**src/rtl/tcam_search_ctrl_if.sv**
```systemverilog
`default_nettype none
// ============================================================================
// Module   : tcam_search_ctrl_if
// Purpose  : Bundles the client request/response handshake and the TCAM
//            SRAM port of tcam_search_ctrl.
// Ports    : none (signal bundle only)
//   slave  : controller view (requests/rdata in, response/memory drive out)
//   master : client + memory view (mirror of slave)
// Revision : 1.0  initial release
// ============================================================================
interface tcam_search_ctrl_if #(
   parameter int KEY_W   = 28,
   parameter int SLICE_W = 7,
   parameter int ENTRIES = 64
);
   localparam int NUM_SLICES = KEY_W / SLICE_W;
   localparam int ADDR_W     = $clog2(NUM_SLICES) + SLICE_W;
   localparam int IDX_W      = $clog2(ENTRIES);
   localparam int WMASK_W    = ENTRIES / 8;

   // client request
   logic                in_req_valid;
   logic                out_req_ready;
   logic                in_req_op;
   logic [KEY_W-1:0]    in_req_key;
   logic [ADDR_W-1:0]   in_req_addr;
   logic [ENTRIES-1:0]  in_req_wdata;
   logic [WMASK_W-1:0]  in_req_wmask;
   // client response
   logic                out_rsp_valid;
   logic                in_rsp_ready;
   logic                out_rsp_hit;
   logic [IDX_W-1:0]    out_rsp_index;
   logic [ENTRIES-1:0]  out_rsp_vector;
   // memory port
   logic                out_mem_csb;
   logic                out_mem_web;
   logic [WMASK_W-1:0]  out_mem_wmask;
   logic [ADDR_W-1:0]   out_mem_addr;
   logic [ENTRIES-1:0]  out_mem_wdata;
   logic [ENTRIES-1:0]  in_mem_rdata;

   modport slave (
      input  in_req_valid, in_req_op, in_req_key, in_req_addr, in_req_wdata,
             in_req_wmask, in_rsp_ready, in_mem_rdata,
      output out_req_ready, out_rsp_valid, out_rsp_hit, out_rsp_index,
             out_rsp_vector, out_mem_csb, out_mem_web, out_mem_wmask,
             out_mem_addr, out_mem_wdata
   );

   modport master (
      output in_req_valid, in_req_op, in_req_key, in_req_addr, in_req_wdata,
             in_req_wmask, in_rsp_ready, in_mem_rdata,
      input  out_req_ready, out_rsp_valid, out_rsp_hit, out_rsp_index,
             out_rsp_vector, out_mem_csb, out_mem_web, out_mem_wmask,
             out_mem_addr, out_mem_wdata
   );
endinterface
`default_nettype wire

```
**src/rtl/tcam_search_ctrl.sv**
```systemverilog
`default_nettype none
// ============================================================================
// Module   : tcam_search_ctrl
// Purpose  : TCAM search/update controller. A search reads one SRAM row per
//            key slice on consecutive cycles, ANDs the match vectors and
//            priority-encodes the lowest matching entry. Row writes share the
//            same memory port and request/response handshake.
// Ports    : in_clk   - clock, all state on rising edge
//            in_rst   - asynchronous active-high reset
//            bus      - tcam_search_ctrl_if.slave (request, response, memory)
// Revision : 1.0  initial release
// ============================================================================
module tcam_search_ctrl #(
   parameter int KEY_W   = 28,
   parameter int SLICE_W = 7,
   parameter int ENTRIES = 64
) (
   input  logic              in_clk,
   input  logic              in_rst,
   tcam_search_ctrl_if.slave bus
);
   localparam int NUM_SLICES = KEY_W / SLICE_W;
   localparam int BANK_W     = $clog2(NUM_SLICES);
   localparam int ADDR_W     = BANK_W + SLICE_W;
   localparam int IDX_W      = $clog2(ENTRIES);
   localparam int WMASK_W    = ENTRIES / 8;
   localparam int CNT_W      = (BANK_W > 0) ? BANK_W : 1;

   localparam logic [CNT_W-1:0] c_LAST_SLICE = CNT_W'(NUM_SLICES - 1);

   localparam logic [2:0] c_ST_IDLE   = 3'd0;
   localparam logic [2:0] c_ST_WRITE  = 3'd1;
   localparam logic [2:0] c_ST_SEARCH = 3'd2;
   localparam logic [2:0] c_ST_DRAIN  = 3'd3;
   localparam logic [2:0] c_ST_RESP   = 3'd4;

   generate
      if ((KEY_W < SLICE_W) || ((KEY_W % SLICE_W) != 0)) begin : g_bad_key_w
         $error("tcam_search_ctrl: KEY_W must be a non-zero multiple of SLICE_W");
      end
      if ((ENTRIES < 8) || ((ENTRIES & (ENTRIES - 1)) != 0)) begin : g_bad_entries
         $error("tcam_search_ctrl: ENTRIES must be a power of 2 and at least 8");
      end
   endgenerate

   logic [2:0]          state_q,  state_d;
   logic [KEY_W-1:0]    key_q,    key_d;
   logic [CNT_W-1:0]    cnt_q,    cnt_d;
   logic [ENTRIES-1:0]  acc_q,    acc_d;
   logic [ADDR_W-1:0]   waddr_q,  waddr_d;
   logic [ENTRIES-1:0]  wdata_q,  wdata_d;
   logic [WMASK_W-1:0]  wmask_q,  wmask_d;
   logic                hit_q,    hit_d;
   logic [IDX_W-1:0]    index_q,  index_d;
   logic [ENTRIES-1:0]  vector_q, vector_d;

   logic [SLICE_W-1:0]  w_key_slice;
   logic [ADDR_W-1:0]   w_search_addr;
   logic [ENTRIES-1:0]  w_final;
   logic [IDX_W-1:0]    w_first_idx;

   // Slice 0 takes the key LSBs; bank number sits above the row bits.
   assign w_key_slice   = SLICE_W'(key_q >> (32'(cnt_q) * SLICE_W));
   assign w_search_addr = ADDR_W'({cnt_q, w_key_slice});

   // Last slice's data arrives while in DRAIN, so it is folded in here.
   assign w_final = acc_q & bus.in_mem_rdata;

   // Lowest set bit wins; descending scan lets the lowest index overwrite.
   always_comb begin
      w_first_idx = '0;
      for (int i = ENTRIES - 1; i >= 0; i--) begin
         if (w_final[i]) begin
            w_first_idx = IDX_W'(i);
         end
      end
   end

   always_comb begin
      state_d  = state_q;
      key_d    = key_q;
      cnt_d    = cnt_q;
      acc_d    = acc_q;
      waddr_d  = waddr_q;
      wdata_d  = wdata_q;
      wmask_d  = wmask_q;
      hit_d    = hit_q;
      index_d  = index_q;
      vector_d = vector_q;
      case (state_q)
         c_ST_IDLE: begin
            if (bus.in_req_valid) begin
               if (bus.in_req_op) begin
                  waddr_d = bus.in_req_addr;
                  wdata_d = bus.in_req_wdata;
                  wmask_d = bus.in_req_wmask;
                  state_d = c_ST_WRITE;
               end else begin
                  key_d   = bus.in_req_key;
                  cnt_d   = '0;
                  acc_d   = '1;
                  state_d = c_ST_SEARCH;
               end
            end
         end
         c_ST_WRITE: begin
            hit_d    = 1'b0;
            index_d  = '0;
            vector_d = '0;
            state_d  = c_ST_RESP;
         end
         c_ST_SEARCH: begin
            // rdata lags the address by one cycle: nothing to fold on slice 0.
            if (cnt_q != '0) begin
               acc_d = acc_q & bus.in_mem_rdata;
            end
            cnt_d = cnt_q + CNT_W'(1);
            if (cnt_q == c_LAST_SLICE) begin
               state_d = c_ST_DRAIN;
            end
         end
         c_ST_DRAIN: begin
            acc_d    = w_final;
            vector_d = w_final;
            hit_d    = |w_final;
            index_d  = w_first_idx;
            state_d  = c_ST_RESP;
         end
         c_ST_RESP: begin
            if (bus.in_rsp_ready) begin
               state_d = c_ST_IDLE;
            end
         end
         default: state_d = c_ST_IDLE;
      endcase
   end

   always_ff @(posedge in_clk or posedge in_rst) begin
      if (in_rst) begin
         state_q  <= c_ST_IDLE;
         key_q    <= '0;
         cnt_q    <= '0;
         acc_q    <= '1;
         waddr_q  <= '0;
         wdata_q  <= '0;
         wmask_q  <= '0;
         hit_q    <= 1'b0;
         index_q  <= '0;
         vector_q <= '0;
      end else begin
         state_q  <= state_d;
         key_q    <= key_d;
         cnt_q    <= cnt_d;
         acc_q    <= acc_d;
         waddr_q  <= waddr_d;
         wdata_q  <= wdata_d;
         wmask_q  <= wmask_d;
         hit_q    <= hit_d;
         index_q  <= index_d;
         vector_q <= vector_d;
      end
   end

   // Memory port decodes from state only, so reset deselects it immediately.
   always_comb begin
      bus.out_mem_csb   = 1'b1;
      bus.out_mem_web   = 1'b1;
      bus.out_mem_addr  = '0;
      bus.out_mem_wdata = '0;
      bus.out_mem_wmask = '0;
      if (state_q == c_ST_SEARCH) begin
         bus.out_mem_csb  = 1'b0;
         bus.out_mem_addr = w_search_addr;
      end else if (state_q == c_ST_WRITE) begin
         bus.out_mem_csb   = 1'b0;
         bus.out_mem_web   = 1'b0;
         bus.out_mem_addr  = waddr_q;
         bus.out_mem_wdata = wdata_q;
         bus.out_mem_wmask = wmask_q;
      end
   end

   assign bus.out_req_ready  = (state_q == c_ST_IDLE);
   assign bus.out_rsp_valid  = (state_q == c_ST_RESP);
   assign bus.out_rsp_hit    = hit_q;
   assign bus.out_rsp_index  = index_q;
   assign bus.out_rsp_vector = vector_q;
endmodule
`default_nettype wire

```
**src/flat_wrapper.sv**
```systemverilog
// flat-port wrapper written by rule: the top's interface ports become plain ports
module tcam_search_ctrl_flat 
#(
   parameter int KEY_W   = 28,
   parameter int SLICE_W = 7,
   parameter int ENTRIES = 64
)
  (in_clk, in_rst, bus_in_req_valid, bus_in_req_op, bus_in_req_key, bus_in_req_addr, bus_in_req_wdata, bus_in_req_wmask, bus_in_rsp_ready, bus_in_mem_rdata, bus_out_req_ready, bus_out_rsp_valid, bus_out_rsp_hit, bus_out_rsp_index, bus_out_rsp_vector, bus_out_mem_csb, bus_out_mem_web, bus_out_mem_wmask, bus_out_mem_addr, bus_out_mem_wdata);
  tcam_search_ctrl_if #(.KEY_W(KEY_W), .SLICE_W(SLICE_W), .ENTRIES(ENTRIES)) bus_i ();
  input  logic in_clk;
  input  logic in_rst;
  input wire logic [$bits(bus_i.in_req_valid)-1:0] bus_in_req_valid;
  input wire logic [$bits(bus_i.in_req_op)-1:0] bus_in_req_op;
  input wire logic [$bits(bus_i.in_req_key)-1:0] bus_in_req_key;
  input wire logic [$bits(bus_i.in_req_addr)-1:0] bus_in_req_addr;
  input wire logic [$bits(bus_i.in_req_wdata)-1:0] bus_in_req_wdata;
  input wire logic [$bits(bus_i.in_req_wmask)-1:0] bus_in_req_wmask;
  input wire logic [$bits(bus_i.in_rsp_ready)-1:0] bus_in_rsp_ready;
  input wire logic [$bits(bus_i.in_mem_rdata)-1:0] bus_in_mem_rdata;
  output wire logic [$bits(bus_i.out_req_ready)-1:0] bus_out_req_ready;
  output wire logic [$bits(bus_i.out_rsp_valid)-1:0] bus_out_rsp_valid;
  output wire logic [$bits(bus_i.out_rsp_hit)-1:0] bus_out_rsp_hit;
  output wire logic [$bits(bus_i.out_rsp_index)-1:0] bus_out_rsp_index;
  output wire logic [$bits(bus_i.out_rsp_vector)-1:0] bus_out_rsp_vector;
  output wire logic [$bits(bus_i.out_mem_csb)-1:0] bus_out_mem_csb;
  output wire logic [$bits(bus_i.out_mem_web)-1:0] bus_out_mem_web;
  output wire logic [$bits(bus_i.out_mem_wmask)-1:0] bus_out_mem_wmask;
  output wire logic [$bits(bus_i.out_mem_addr)-1:0] bus_out_mem_addr;
  output wire logic [$bits(bus_i.out_mem_wdata)-1:0] bus_out_mem_wdata;
  assign bus_i.in_req_valid = bus_in_req_valid;
  assign bus_i.in_req_op = bus_in_req_op;
  assign bus_i.in_req_key = bus_in_req_key;
  assign bus_i.in_req_addr = bus_in_req_addr;
  assign bus_i.in_req_wdata = bus_in_req_wdata;
  assign bus_i.in_req_wmask = bus_in_req_wmask;
  assign bus_i.in_rsp_ready = bus_in_rsp_ready;
  assign bus_i.in_mem_rdata = bus_in_mem_rdata;
  assign bus_out_req_ready = bus_i.out_req_ready;
  assign bus_out_rsp_valid = bus_i.out_rsp_valid;
  assign bus_out_rsp_hit = bus_i.out_rsp_hit;
  assign bus_out_rsp_index = bus_i.out_rsp_index;
  assign bus_out_rsp_vector = bus_i.out_rsp_vector;
  assign bus_out_mem_csb = bus_i.out_mem_csb;
  assign bus_out_mem_web = bus_i.out_mem_web;
  assign bus_out_mem_wmask = bus_i.out_mem_wmask;
  assign bus_out_mem_addr = bus_i.out_mem_addr;
  assign bus_out_mem_wdata = bus_i.out_mem_wdata;
  tcam_search_ctrl #(.KEY_W(KEY_W), .SLICE_W(SLICE_W), .ENTRIES(ENTRIES)) u_core (.in_clk(in_clk), .in_rst(in_rst), .bus(bus_i));
endmodule
```
**config.mk**
```make
export PLATFORM = sky130hd
export DESIGN_NAME = tcam_search_ctrl_flat
export DESIGN_NICKNAME = d
export VERILOG_FILES = /design/src/rtl/tcam_search_ctrl_if.sv /design/src/rtl/tcam_search_ctrl.sv /design/src/flat_wrapper.sv
export SDC_FILE = /design/constraint.sdc
export NUM_CORES = 1
export LEC_CHECK = 0
export ABC_AREA = 1
export CORE_ASPECT_RATIO = 0.9
export CORE_MARGIN = 8
export CORE_UTILIZATION = 47
export CTS_BUF_LIST = sky130_fd_sc_hd__clkbuf_16
export DETAILED_ROUTE_END_ITERATION = 6
export PLACE_DENSITY_LB_ADDON = 0.25
export SLEW_MARGIN = 5
export SYNTH_ARGS = -nofsm -noshare
export SYNTH_HDL_FRONTEND = slang
export SYNTH_SLANG_ARGS = --single-unit
```
**constraint.sdc**
```tcl
create_clock -name in_clk -period 9.7 [get_ports in_clk]
set_input_delay 0.97 -clock in_clk [delete_from_list [all_inputs] [get_ports in_clk]]
set_output_delay 0.97 -clock in_clk [all_outputs]
set_load 0.01 [all_outputs]
```
Yosys cells after proc, flatten, opt, wreduce, memory -nomap -nowiden
Index checks and enable logic that the tools add are counted.
- register bits after elaboration: 249
- input port bits: 178
- output and inout bits: 156
- word-level logic and storage cells: 125
- $add $sub $neg: 1
- multiply operators: 1
- equal/unequal tests: 10
- shift-type cells: 1
- mux-type cells: 88
- bitwise operators: 2
- reduce and logical (&&, ||, !) cells: 12
- operators by type and width (kind ; count):
    $mux W6 ; 64
    $mux W64 ; 5
    $pmux W64 S3 ; 1
    $pmux W64 S2 ; 1
    $and A64 B64 Y64 ; 1
    $reduce_or A64 Y1 ; 1
    $shr A28 B5 Y7 ; 1
    $mux W9 ; 2
    $mux W8 ; 2
    $pmux W3 S4 ; 1
    $pmux W6 S2 ; 1
    $reduce_and A3 Y1 ; 4
    $mux W3 ; 3
    $eq A3 B2 Y1 const B ; 2
    $mux W2 ; 3
    $ne A2 B2 Y1 const B ; 3
    $reduce_bool A2 Y1 ; 3
    $mul A2 B3 Y5 const B ; 1
    $ne A2 B1 Y1 const B ; 2
    $pmux W2 S2 ; 1
    $reduce_and A4 Y1 ; 1
    $eq A3 B1 Y1 const B ; 1
    $eq A3 B3 Y1 const B ; 1
    $logic_not A3 Y1 ; 1
    7 further kinds ; 9

Logic depth before layout (Yosys ltp)
- depth in word-level cells: 66
- gate-level depth with buffers: 66

Worst setup path after synthesis
Ideal clock, no wire load.
- path kind: input -> register
- start point: in bus_in_mem_rdata[63]
- end point: reg u_core.index_q[0] (netlist: u_core.bus.out_rsp_index[0])
- library setup time: 0.116 ns
- data arrival time: 3.812 ns
- setup slack: 5.772 ns
- cell stages on the path: 66
- cell sequence: nand2_2 > inv_2 > nand2_1 > nand2_1 > nand2_1 > nand2_1 > nand2_1 > nand2_1 > nand2_1 > nand2_1 > nand2_1 > nand2_1 > nand2_1 > nand2_1 > nand2_1 > nand2_1 > nand2_1 > nand2_1 > [30 not listed] > nand2_1 > nand2_1 > nand2_1 > nand2_1 > nand2_1 > nand2_1 > nand2_1 > nand2_1 > nand2_1 > nand2_1 > nand2_1 > nand2_1 > nand2_1 > nand2_1 > nand2_1 > nand2_1 > nand2_1 > nand2_1
- word-level cells in the longest chain between the ends: 66
- ends and longest elaborated chain (what ; RTL line ; source):
    start: declaration ; flat_wrapper.sv:19 ; input wire logic [$bits(bus_i.in_mem_rdata)-1:0] bus_in_mem_rdata;
    $and A64 B64 Y64 ; tcam_search_ctrl.sv:67 ; assign w_final = acc_q & bus.in_mem_rdata;
    $mux W6 (64 in a row) ; tcam_search_ctrl.sv:73 ; if (w_final[i]) begin
    $pmux W6 S2 ; tcam_search_ctrl.sv:90 ; case (state_q)
    end signal: assignment ; tcam_search_ctrl.sv:159 ; index_q <= index_d;
    end: declaration ; tcam_search_ctrl.sv:54 ; logic [IDX_W-1:0] index_q, index_d;
Every way passes these cells.
A chain may end at the register's enable or synchronous reset.

Final worst setup path
- start point: in bus_in_mem_rdata[62]
- end point: reg u_core.index_q[0] (netlist: u_core.bus.out_rsp_index[0])
- word-level cells in the longest chain between the ends: 65
- ends and longest elaborated chain (what ; RTL line):
    $and A64 B64 Y64 ; tcam_search_ctrl.sv:67
    $mux W6 (63 in a row) ; tcam_search_ctrl.sv:73
    $pmux W6 S2 ; tcam_search_ctrl.sv:90
Every way passes these cells.

==> run metrics <==
Crit-path slowest cell=clkdlybuf4s50_1; Synthesized Nets=1431; Clock Latency Late Sink=540 ps; first-pass GRT wire length=roughly 51 mm; final setup violation count=0; num ports=roughly 330; RSZ-0062 raised after global routing=no; Startpoint Class=primary input; Finished Cell Area=0.0153 sq mm; htree depth=1; Post-CTS Setup Inserts=0; status=completed; Area Overhead vs Synth=40.6%; dpl hpwl=22.2 mm; Worst Reg2Reg Path Length in Cells=65; core footprint=about 0.023 sq mm; WP data arrival=4870 ps; Final Hold Viols=0; Final Critical Period=around 4400 ps; clock root buffer master=clkbuf_16; WHS=approximately 480 ps; flop2flop setup slack=5630 ps; Final ANT Viol Nets=0; sequential power share=0.367; vias=9593; ys async rst share=1.00; WHS Path Cells=2; setup slack after layout=5260 ps; Seq cells post-synth=between 200 and 250; # rows=53; most frequent cells in the layout=clkdlybuf4s50_1, nor2_1, nand2_1; pin count of the biggest net entering global routing=143; cts hold-fix bufs=0; # resized after CTS=0; Slew Limit Fails=0; Synth Warn #=0; width of the die=177 um; Worst Hold Class=flop to flop; synth unique cells=32; total gr overflow=0; synthesized area=approximately 0.011 sq mm; Worst Path Max Fanout=4; Worst Clk Skew=18.0 ps; Leak Pwr=6.99 nW; CP Class=primary input to flop; Setup TNS Final=0 ps; Vias/cell=5.11; post-synthesis sequential area ratio=0.578; Slew @ Worst Pin=1110 ps; GP Congestion=~0.8; most common cell after layout, fill and taps aside=clkdlybuf4s50_1; number of synthesized flops with an enable pin=0; vias in the first global route=9408; cells after synthesis=1251; Initial Utilization=0.473; CP dominant cell by count=nand2_1; top cells by area, synth=dfrtp_1, dfstp_2, nor2_1; Die Y-Extent=161 um; post-layout net count=1734; RR Startpoint=u_core.acc_q[62]$_DFFE_PP1P_; clk buf depth=3; Die Area=0.0284 sq mm; clk sink count=249; top_reg_cell synth=dfrtp_1; worst path required time=approximately 10000 ps; antenna violations before repair=3; Comb pwr share=0.415; cts bufs inserted=27; Hold Path End=u_core.bus.out_rsp_vector[14]$_DFFE_PP0P_; CTS tree=built; placed instance area=~0.014 sq mm; power share of the clock group=0.219; Pwr per Cell Area=302 mW/mm^2; Reg-to-Reg End=u_core.bus.out_rsp_index[0]$_DFFE_PP0P_; Total GRT Usage=0.219; internal power=2.93 mW; worst rel slew slack=0.262; kind of end point of the critical path=flop; fill count=around 1800; Post-Route WL=32.0 mm; layout cells sized above 1=0.107; DRT Pass-1 Iters=5; biggest area consumer among synthesized cells=dfrtp_1; Worst Hold Launch=u_core.bus.out_rsp_vector[14]$_DFFE_PP0P_; Mapped Avg Cell Area=about 8.7 sq um; slowest stage delay, CP=470 ps; clock slew at reported path FFs=60 ps; Switch Pwr=1.70 mW; area fraction of the dominant cell type after synthesis=0.424; Max rail drop VDD=0.173 mV; maxcap violations=0; Tcrit/Tclk final=0.458; Wirelength per Cell=17.0 um; initial drt markers=~820; switching share of power=0.367; pre-CTS setup slack=4770 ps; number of remaining DRC errors=0; Fmax achieved=~230 MHz; PortBufs=approximately 330
Yosys cell counts (2+ instances only):
cell type / n
nand2_2: 8
ha_1: 2
buf_1: 4
o21bai_1: 3
inv_2: 3
nand2_1: 229
dfstp_2: 64
nand2_4: 16
o21ai_0: 83
nand4_1: 6
nor2_1: 249
a31oi_1: 69
a21oi_1: 99
dfrtp_1: 185
mux2_2: 22
clkbuf_1: 64
o211ai_1: 2
inv_1: 100
nor3_1: 2
o31ai_1: 3
nand3_1: 24
o21ai_1: 4
registers in the layout, summed over array words and instances, names as in the netlist:
register and flops:
u_core.state_q 3, u_core.bus.out_rsp_index 6, u_core.bus.out_rsp_hit 1, u_core.key_q 28
u_core.acc_q 64, u_core.bus.out_rsp_vector 64, u_core.wdata_q 64, u_core.cnt_q 2
u_core.wmask_q 8, u_core.waddr_q 9
cells by family (layout without fill, tap and decap cells):
kind of cell | after synthesis | in the layout | synth area share
buf+inv | 172 | 496 | 0.0591
flops | 249 | 249 | 0.578
other cells | 0 | 1 | 0
simple gates | 536 | 536 | 0.202
mux | 22 | 22 | 0.0227
compound gates | 270 | 270 | 0.136
fa+ha+maj | 2 | 2 | 0.00229
per-stage QoR:
stage | std cells | util | power (mW)
after floorplan | 1251 | - | 2.73
after global placement | 1827 | 0.627 | 3.60
after detailed placement | 1827 | 0.627 | 3.65
after CTS | 1877 | 0.665 | 4.68
after global routing | 1878 | 0.665 | 4.95
final | 1878 | 0.665 | 4.64
critical path: cells and delay by family:
family,cells,cell delay [ps]
buffers and inverters,1,470
and+or+nand+nor,65,3440
metal layers:
| layer | up-vias | global-route usage | wire length [um] |
|---|---|---|---|
| li1 | 4678 | - | - |
| met1 | 4561 | 0.286 | 13500 |
| met2 | 284 | 0.354 | 15200 |
| met3 | 66 | 0.0526 | 2070 |
| met4 | 4 | 0.0737 | 1090 |
| met5 | - | 0 | 23 |
worst max-delay path by stage:
stage                              start                                       to  cells after the start
finish              bus_in_mem_rdata[62]  u_core.bus.out_rsp_index[0]$_DFFE_PP0P_                     66
global route        bus_in_mem_rdata[62]  u_core.bus.out_rsp_index[0]$_DFFE_PP0P_                     66
CTS                 bus_in_mem_rdata[62]  u_core.bus.out_rsp_index[0]$_DFFE_PP0P_                     66
detailed placement  bus_in_mem_rdata[62]  u_core.bus.out_rsp_index[0]$_DFFE_PP0P_                     66
global placement    bus_in_mem_rdata[62]  u_core.bus.out_rsp_index[0]$_DFFE_PP0P_                     66
floorplan                         in_rst       u_core.bus.out_rsp_hit$_DFFE_PP0P_                      1
power groups by stage:
stage / Combinational [mW] / Sequential [mW] / Clock (mW)
3_5_place_dp: 1.94 / 1.71 / 0
4_1_cts: 1.95 / 1.70 / 1.03
6_report: 1.92 / 1.70 / 1.01
5_1_grt: 2.13 / 1.75 / 1.08
2_1_floorplan: 1.00 / 1.73 / 0
3_3_place_gp: 1.90 / 1.70 / 0
cell type report:
cell class,instances,area (sq um),area share
clock buffers,27,676,0.0440
flip-flops and latches,249,6310,0.411
inverters,104,398,0.0259
diodes,1,2.50,0.000163
multi-input cells,830,3990,0.260
repair buffers,342,3400,0.222
clock inverters,23,191,0.0125
well taps,302,378,0.0246
Power figures use the tool's default switching activity.
